[config.mk]
export PLATFORM = sky130hd
export DESIGN_NAME = matmul_seq_ctrl
export DESIGN_NICKNAME = d
export VERILOG_FILES = /design/src/rtl/matmul_seq_ctrl.sv
export SDC_FILE = /design/constraint.sdc
export NUM_CORES = 1
export LEC_CHECK = 0
export BUFFER_PORTS_ARGS = -buffer_cell sky130_fd_sc_hd__buf_2
export CAP_MARGIN = 20
export CORE_ASPECT_RATIO = 0.9
export CORE_UTILIZATION = 49
export CTS_BUF_LIST = sky130_fd_sc_hd__clkbuf_4
export CTS_CLUSTER_DIAMETER = 30
export DETAILED_ROUTE_END_ITERATION = 8
export GPL_ROUTABILITY_DRIVEN = 0
export PLACE_DENSITY = 0.76
export SKIP_CTS_REPAIR_TIMING = 1
export SLEW_MARGIN = 20
export SYNTH_ARGS = -nofsm -noshare
export SYNTH_HDL_FRONTEND = slang
export SYNTH_SLANG_ARGS = --single-unit
[constraint.sdc]
create_clock -name clk -period 1.2 [get_ports clk]
set_input_delay 0.18 -clock clk [delete_from_list [all_inputs] [get_ports clk]]
set_output_delay 0.18 -clock clk [all_outputs]
set_load 0.1 [all_outputs]
[src/rtl/matmul_seq_ctrl.sv]
// -----------------------------------------------------------------------------
// matmul_seq_ctrl
// Sequencer for the matrix-multiplier MAC datapath. For an N x N x N product it
// walks (row, col, k), clears the accumulator before each output element,
// pulses the partial-product enable once per k term, captures the sum in the
// final-data register and offers each element downstream over valid/ready.
// Overflow reported by the final-data register is collected per run.
//
// Optional build macro: MATMUL_OVF_ABORT_EN
//   defined   : an overflowing element ends the run early (aborted = 1)
//   undefined : overflow is only recorded in ovf_sticky, aborted is 0
//
// All outputs come straight from flops: the strobes are decoded from the next
// state and registered, so they are Moore outputs of the current state.
// -----------------------------------------------------------------------------
module matmul_seq_ctrl #(
    parameter int N     = 4,
    parameter int IDX_W = 2
) (
    input  logic             clk,
    input  logic             reset_n,
    input  logic             start,
    output logic             busy,
    output logic             done,
    output logic [IDX_W-1:0] row_idx,
    output logic [IDX_W-1:0] col_idx,
    output logic [IDX_W-1:0] k_idx,
    output logic             clr_acc,
    output logic             en_PPReg,
    output logic             en_FDReg,
    input  logic             resultIsInvalid,
    output logic             out_valid,
    input  logic             out_ready,
    output logic             ovf_sticky,
    output logic             aborted
);

    typedef enum logic [2:0] {
        S_IDLE  = 3'd0,
        S_CLEAR = 3'd1,
        S_MAC   = 3'd2,
        S_STORE = 3'd3,
        S_OUT   = 3'd4,
        S_DONE  = 3'd5
    } state_t;

    // Highest legal index value and the increment step, sized to the index.
    localparam logic [IDX_W-1:0] LAST_IDX = IDX_W'(N - 1);
    localparam logic [IDX_W-1:0] ONE_IDX  = IDX_W'(1);
    localparam logic [IDX_W-1:0] ZERO_IDX = IDX_W'(0);

    state_t           state_r;
    state_t           state_nxt_s;

    logic [IDX_W-1:0] row_r;
    logic [IDX_W-1:0] col_r;
    logic [IDX_W-1:0] k_r;
    logic [IDX_W-1:0] row_nxt_s;
    logic [IDX_W-1:0] col_nxt_s;
    logic [IDX_W-1:0] k_nxt_s;

    logic             ovf_r;
    logic             abt_r;
    logic             ovf_nxt_s;
    logic             abt_nxt_s;

    logic             busy_r;
    logic             done_r;
    logic             clr_r;
    logic             pp_r;
    logic             fd_r;
    logic             valid_r;
    logic             busy_nxt_s;
    logic             done_nxt_s;
    logic             clr_nxt_s;
    logic             pp_nxt_s;
    logic             fd_nxt_s;
    logic             valid_nxt_s;

    logic             k_last_s;
    logic             col_last_s;
    logic             row_last_s;
    logic             elem_last_s;
    logic             handshake_s;
    logic             abort_req_s;

    assign k_last_s    = (k_r == LAST_IDX);
    assign col_last_s  = (col_r == LAST_IDX);
    assign row_last_s  = (row_r == LAST_IDX);
    assign elem_last_s = col_last_s & row_last_s;
    assign handshake_s = (state_r == S_OUT) & out_ready;

`ifdef MATMUL_OVF_ABORT_EN
    assign abort_req_s = resultIsInvalid;
`else
    assign abort_req_s = 1'b0;
`endif

    // State register; reset abandons any run in progress.
    always_ff @(posedge clk or negedge reset_n) begin
        if (!reset_n) begin
            state_r <= S_IDLE;
        end else begin
            state_r <= state_nxt_s;
        end
    end

    // Next-state decode for the element sequence CLEAR -> MAC*N -> STORE -> OUT.
    always_comb begin
        state_nxt_s = state_r;
        case (state_r)
            S_IDLE: begin
                if (start) begin
                    state_nxt_s = S_CLEAR;
                end else begin
                    state_nxt_s = S_IDLE;
                end
            end
            S_CLEAR: begin
                state_nxt_s = S_MAC;
            end
            S_MAC: begin
                if (k_last_s) begin
                    state_nxt_s = S_STORE;
                end else begin
                    state_nxt_s = S_MAC;
                end
            end
            S_STORE: begin
                state_nxt_s = S_OUT;
            end
            S_OUT: begin
                if (!out_ready) begin
                    state_nxt_s = S_OUT;
                end else if (elem_last_s || abort_req_s) begin
                    state_nxt_s = S_DONE;
                end else begin
                    state_nxt_s = S_CLEAR;
                end
            end
            S_DONE: begin
                state_nxt_s = S_IDLE;
            end
            default: begin
                state_nxt_s = S_IDLE;
            end
        endcase
    end

    // Index walk: k steps inside MAC, (row, col) advance only on an OUT handshake.
    always_comb begin
        row_nxt_s = row_r;
        col_nxt_s = col_r;
        k_nxt_s   = k_r;
        case (state_r)
            S_IDLE: begin
                row_nxt_s = ZERO_IDX;
                col_nxt_s = ZERO_IDX;
                k_nxt_s   = ZERO_IDX;
            end
            S_MAC: begin
                if (k_last_s) begin
                    k_nxt_s = ZERO_IDX;
                end else begin
                    k_nxt_s = k_r + ONE_IDX;
                end
            end
            S_OUT: begin
                if (!out_ready) begin
                    row_nxt_s = row_r;
                    col_nxt_s = col_r;
                end else if (elem_last_s || abort_req_s) begin
                    row_nxt_s = ZERO_IDX;
                    col_nxt_s = ZERO_IDX;
                    k_nxt_s   = ZERO_IDX;
                end else if (col_last_s) begin
                    col_nxt_s = ZERO_IDX;
                    row_nxt_s = row_r + ONE_IDX;
                end else begin
                    col_nxt_s = col_r + ONE_IDX;
                end
            end
            S_DONE: begin
                row_nxt_s = ZERO_IDX;
                col_nxt_s = ZERO_IDX;
                k_nxt_s   = ZERO_IDX;
            end
            default: begin
                row_nxt_s = row_r;
                col_nxt_s = col_r;
                k_nxt_s   = k_r;
            end
        endcase
    end

    // Run flags: cleared on an accepted start, overflow collected on handshakes.
    always_comb begin
        ovf_nxt_s = ovf_r;
        abt_nxt_s = abt_r;
        if ((state_r == S_IDLE) && start) begin
            ovf_nxt_s = 1'b0;
            abt_nxt_s = 1'b0;
        end else if (handshake_s) begin
            ovf_nxt_s = ovf_r | resultIsInvalid;
            abt_nxt_s = abt_r | abort_req_s;
        end else begin
            ovf_nxt_s = ovf_r;
            abt_nxt_s = abt_r;
        end
    end

    // Index and run-flag registers.
    always_ff @(posedge clk or negedge reset_n) begin
        if (!reset_n) begin
            row_r <= ZERO_IDX;
            col_r <= ZERO_IDX;
            k_r   <= ZERO_IDX;
            ovf_r <= 1'b0;
            abt_r <= 1'b0;
        end else begin
            row_r <= row_nxt_s;
            col_r <= col_nxt_s;
            k_r   <= k_nxt_s;
            ovf_r <= ovf_nxt_s;
            abt_r <= abt_nxt_s;
        end
    end

    // Output decode from the next state, so the registered strobes track the state.
    always_comb begin
        busy_nxt_s  = 1'b1;
        done_nxt_s  = 1'b0;
        clr_nxt_s   = 1'b0;
        pp_nxt_s    = 1'b0;
        fd_nxt_s    = 1'b0;
        valid_nxt_s = 1'b0;
        case (state_nxt_s)
            S_IDLE:  busy_nxt_s  = 1'b0;
            S_CLEAR: clr_nxt_s   = 1'b1;
            S_MAC:   pp_nxt_s    = 1'b1;
            S_STORE: fd_nxt_s    = 1'b1;
            S_OUT:   valid_nxt_s = 1'b1;
            S_DONE:  done_nxt_s  = 1'b1;
            default: busy_nxt_s  = 1'b0;
        endcase
    end

    // Output registers.
    always_ff @(posedge clk or negedge reset_n) begin
        if (!reset_n) begin
            busy_r  <= 1'b0;
            done_r  <= 1'b0;
            clr_r   <= 1'b0;
            pp_r    <= 1'b0;
            fd_r    <= 1'b0;
            valid_r <= 1'b0;
        end else begin
            busy_r  <= busy_nxt_s;
            done_r  <= done_nxt_s;
            clr_r   <= clr_nxt_s;
            pp_r    <= pp_nxt_s;
            fd_r    <= fd_nxt_s;
            valid_r <= valid_nxt_s;
        end
    end

    assign busy       = busy_r;
    assign done       = done_r;
    assign clr_acc    = clr_r;
    assign en_PPReg   = pp_r;
    assign en_FDReg   = fd_r;
    assign out_valid  = valid_r;
    assign row_idx    = row_r;
    assign col_idx    = col_r;
    assign k_idx      = k_r;
    assign ovf_sticky = ovf_r;
    assign aborted    = abt_r;

endmodule

# Word-level counts from Yosys, hierarchy flattened
# Cells that the tools add are included.
dict set report op_classes {
  addsub 3
  n_eq_ne 16
  mux 25
  bitwise_logic 3
  reduce_logical 10
}
# operator n
set ops {}
lappend ops {{$mux W2} 9}
lappend ops {{$pmux W3 S5} 1}
lappend ops {{$eq A3 B2 Y1 const B} 4}
lappend ops {{$eq A3 B3 Y1 const B} 4}
lappend ops {{$mux W1} 10}
lappend ops {{$pmux W2 S2} 2}
lappend ops {{$add A2 B1 Y2 const B} 3}
lappend ops {{$eq A2 B2 Y1 const B} 3}
lappend ops {{$eq A3 B1 Y1 const B} 2}
lappend ops {{$mux W3} 2}
lappend ops {{$pmux W2 S3} 1}
lappend ops {{$reduce_and A3 Y1} 2}
lappend ops {{$reduce_or A5 Y1} 1}
lappend ops {{$ne A2 B2 Y1 const B} 2}
lappend ops {{$reduce_bool A2 Y1} 2}
lappend ops {{$logic_not A3 Y1} 1}
lappend ops {{$ne A3 B3 Y1 const B} 1}
lappend ops {{$reduce_bool A3 Y1} 1}
lappend ops {{$and A1 B1 Y1} 2}
lappend ops {{$reduce_and A2 Y1} 1}
lappend ops {{$reduce_or A2 Y1} 1}
lappend ops {{$logic_and A1 B1 Y1} 1}
lappend ops {{$or A1 B1 Y1} 1}
dict set report word_totals {
  register_bits 16
  in_bits 5
  output_inout_bits 14
  word_cells 68
}

# Longest topological paths before layout
dict set report logic_depth {
  word_depth 8
  depth_mapped 4
  depth_no_buf 4
}

# Worst setup path after synthesis
# No wires, ideal clock.
dict set report synth_timing {
  kind {reg2reg}
  from {register col_r[0] (netlist: col_idx[0])}
  to {register k_r[1] (netlist: k_idx[1])}
  setup_time_ns 0.133
  arrival_time_ns 1.729
  t_required_ns 1.067
  setup_slack_ns -0.662
  path_stages_with_launch 5
  n_path_buf 0
  synth_period_minus_slack_ns 1.862
  path_cell_list {dfrtp_1 -> ha_1 -> nand2_1 -> o211ai_1 -> o22ai_1}
}
dict set report synth_between {
  elab_chain_cells 4
}
# item line_no
set synth_lines {}
lappend synth_lines {{start: declaration} 56} ;# logic [IDX_W-1:0] col_r;
lappend synth_lines {{start signal: assignment} 222} ;# col_r <= col_nxt_s;
lappend synth_lines {{$eq A2 B2 Y1} 88} ;# assign col_last_s = (col_r == LAST_IDX);
lappend synth_lines {{$and A1 B1 Y1} 90} ;# assign elem_last_s = col_last_s & row_last_s;
lappend synth_lines {{$ne A2 B2 Y1 (no line)} -}
lappend synth_lines {{$reduce_and A3 Y1 (no line)} -}
lappend synth_lines {{end signal: assignment} 223} ;# k_r <= k_nxt_s;
lappend synth_lines {{end: declaration} 57} ;# logic [IDX_W-1:0] k_r;
# Every way passes these cells.
# A chain may end at the register's enable or synchronous reset.

# Final worst setup path
dict set report layout_timing {
  from {register col_r[0] (netlist: col_idx[0])}
  to {output col_idx[0]}
}
# item line_no
set layout_lines {}
lappend layout_lines {{end: declaration} 26} ;# output logic [IDX_W-1:0] col_idx,
# No word-level cell between the ends.

==> flow_summary.toml <==
[yosys]
synth.area.mux_share = 0.01187
post_synth_and_or_nand_nor_area_fraction = 0.2003
ys_seq_elements = 16
ys_dominant_reg_cell = "sky130_fd_sc_hd__dfrtp_1"
yosys_warnings = 0
synth_area_per_cell_um2 = 10.95
synthAdderAreaFrac = 0.04451
synth_xor_xnor_area_share = 0
ys_seq_area_frac = 0.4748
netlist_area_um2 = 843.3
main_combinational_cell_family_by_area_after_synthesis = "simple AND/OR/NAND/NOR gates"
synth_nets = 85
area_fraction_in_compound_gates_after_synthesis = 0.1958
yosysUniqueCellTypes = 35
synth_top_cell_by_area = "sky130_fd_sc_hd__dfrtp_1"
async_flop_share = 1.000
synth_cells = 77
synth_enable_flop_cells = 0
top_area_cells_in_the_synthesized_netlist = "sky130_fd_sc_hd__dfrtp_1, sky130_fd_sc_hd__ha_1, sky130_fd_sc_hd__o2bb2ai_1, sky130_fd_sc_hd__a22oi_1, sky130_fd_sc_hd__a211oi_1"
post-synth-top-area-fraction = 0.4748

[outcome]
result_of_the_run = "finished with violations"
violated_checks = "negative setup slack"

[grt]
grt_start_max_net_pins = 17
leftover_overflow_at_the_end_of_global_routing = 0
antenna_found_initial = 0
global_route.usage.total = 0.2627
first_pass_grt_wire_length_um = 3194
grt_pass1_vias = 675

[power]
power.share.sequential = 0.265
sw_share = 0.4986
irDropWorstVdd_v = 0.002521
power.switching_mw = 1.764
power_density_nw_per_um2 = 2568
p_total_mw = 3.538
pwr-share-clk = 0.086
internal_power_mw = 1.774
comb_power_share = 0.649
p_leak_nw = 0.5715

[floorplanning]
die-height_um = 41.36
num_io_pins = 19
die_area_um2 = 1891
chip_width_um = 45.73
floorplan.initialDensity = 0.5516
floorplan.rows = 13
design.core.area_um2 = 1529

[layout]
area.sequential_um2 = 426.7
layout.cells.most_common_list = "sky130_fd_sc_hd__buf_12, sky130_fd_sc_hd__buf_4, sky130_fd_sc_hd__dfrtp_1"
layout_cells_sized_above_1 = 0.5727
n_antenna_cell = 0
multi_input_area_um2 = 444.2
postLayoutCoreUtil = 0.9010
layout_commonest_cell = "sky130_fd_sc_hd__buf_12"
syn2layout_area_growth_pct = 63.35
filler_cell_count = 72
layout.nets = 119

[sta]
timing.clock.skew_ps = 1.405
timing.fmax_ghz = 0.7766
setup_viol = 13
timing.final.max_slew_violations = 0
final.period_utilization = 1.073
final_period_minus_worst_setup_slack_ps = 1288
rsz0062_at_grt = "yes"
hold_viol = 0
fin_ws_ps = -87.73

[worst_setup_path]
critical_path.max_stage_delay_ps = 510
worstPathBufferInverterCount = 2
rrSetupSlack_ps = -90
cp_data_required_time_ps = 1020
worstSetupEndpointType = "output pin"
critPathTopFamily = "flip-flops"
setup.worst_path.class = "register to output pin"
arrival_ps = 1110
crit_path_max_fanout = 3
crit_path_start_kind = "register"
cpMaxStageDelayCell = "sky130_fd_sc_hd__dfrtp_4"
cp_cell_sequence = "buf_6 -> buf_12"

[place]
place_hpwl_um = 1531
placement.io_buffers = 17
place_ws_ps = -43.63

[routing]
antenna_violating_nets_post_route = 0
drc = 0
wl_per_cell_um = 19.48
viasPerCell = 6.015
drc_marker_count_from_the_first_detailed_route_iteration = 48
wl_um = 2571
via_count = 794
drt_pre_antenna_iters = 4

[cts]
clk_latency_ps = 300
cts.htree.levels = 1
cts_max_path_buffers = 2
numCtsBuffers = 3
path_clk_slew_ps = 100
tritoncts = "yes"
clock_sink_count = 16
clk_tree_root_cell = "sky130_fd_sc_hd__clkbuf_4"

[worst_hold_path]
hp-class = "input port to register"

[job]
drv_cap = 0
-- per-layer routing --
metal	track usage	wire, µm	share of wire
met1	0.2927	993	0.39
met4	0.1618	137	0.053
met2	0.4536	1280	0.50
met3	0.07759	160	0.062
met5	0	0	0
-- synth_stat cells, types with 2 or more instances --
cell / number
sky130_fd_sc_hd__dfrtp_1: 16
sky130_fd_sc_hd__o22ai_1: 2
sky130_fd_sc_hd__buf_4: 2
sky130_fd_sc_hd__a211oi_1: 3
sky130_fd_sc_hd__buf_6: 2
sky130_fd_sc_hd__inv_1: 4
sky130_fd_sc_hd__a31oi_1: 2
sky130_fd_sc_hd__nor2b_1: 3
sky130_fd_sc_hd__nand2_1: 4
sky130_fd_sc_hd__nor2_1: 3
sky130_fd_sc_hd__ha_1: 3
sky130_fd_sc_hd__a22oi_1: 4
sky130_fd_sc_hd__a21oi_1: 3
sky130_fd_sc_hd__nand2b_1: 2
sky130_fd_sc_hd__o2bb2ai_1: 4
-- state kept, by name, indices dropped and copies added, names as in the netlist, 2 cells and up --
| name | count |
|---|---|
| state_r | 3 |
| col_idx | 2 |
| k_idx | 2 |
| row_idx | 2 |
-- through the flow --
| stage | hold slack (ps) | area [µm²] | TNS, ps | cells |
|---|---|---|---|---|
| 2_1_floorplan | -115.6 | 897.1 | -945.0 | 77 |
| 3_3_place_gp | 108.3 | 1257 | 0 | 122 |
| 3_5_place_dp | 114.8 | 1257 | -58.36 | 122 |
| 4_1_cts | -211.4 | 1284 | -465.9 | 126 |
| 5_1_grt | 205.6 | 1378 | -1035 | 132 |
| 6_report | 208.1 | 1378 | -617.3 | 132 |
-- cell type report --
cell class / count / area share
repair buffers: 34 / 0.3179
clock buffers: 3 / 0.01635
multi-input cells: 52 / 0.3224
clock inverters: 1 / 0.002725
inverters: 4 / 0.01090
well taps: 22 / 0.01998
flip-flops and latches: 16 / 0.3097
-- power groups by stage --
stage | Clock (mW) | Sequential, mW | Combinational, mW
2_1_floorplan | 0 | 1.57 | 0.685
3_3_place_gp | 0 | 0.915 | 2.06
3_5_place_dp | 0 | 0.926 | 2.11
4_1_cts | 0.301 | 0.913 | 2.12
5_1_grt | 0.333 | 0.955 | 2.39
6_report | 0.305 | 0.938 | 2.30
-- final timing paths --
path                       startpoint         end  cells past startpoint
setup / recovery           col_idx[0]  col_idx[0]                      2
hold / removal              out_ready   out_valid                      2
setup reg to reg           col_idx[0]  col_idx[0]                      4
hold reg to reg            state_r[0]        done                      1
max in group asynchronous     reset_n  col_idx[0]                      2
min in group asynchronous     reset_n    en_PPReg                      2
-- kinds of logic (layout without fill, tap and decap cells) --
family | after synthesis | in the layout
compound gates | 23 | 23
fa+ha+maj | 3 | 3
buf+inv | 9 | 42
flops | 16 | 16
mux | 1 | 1
other cells | 1 | 1
simple gates | 24 | 24
(Power assumes the default switching activity.)
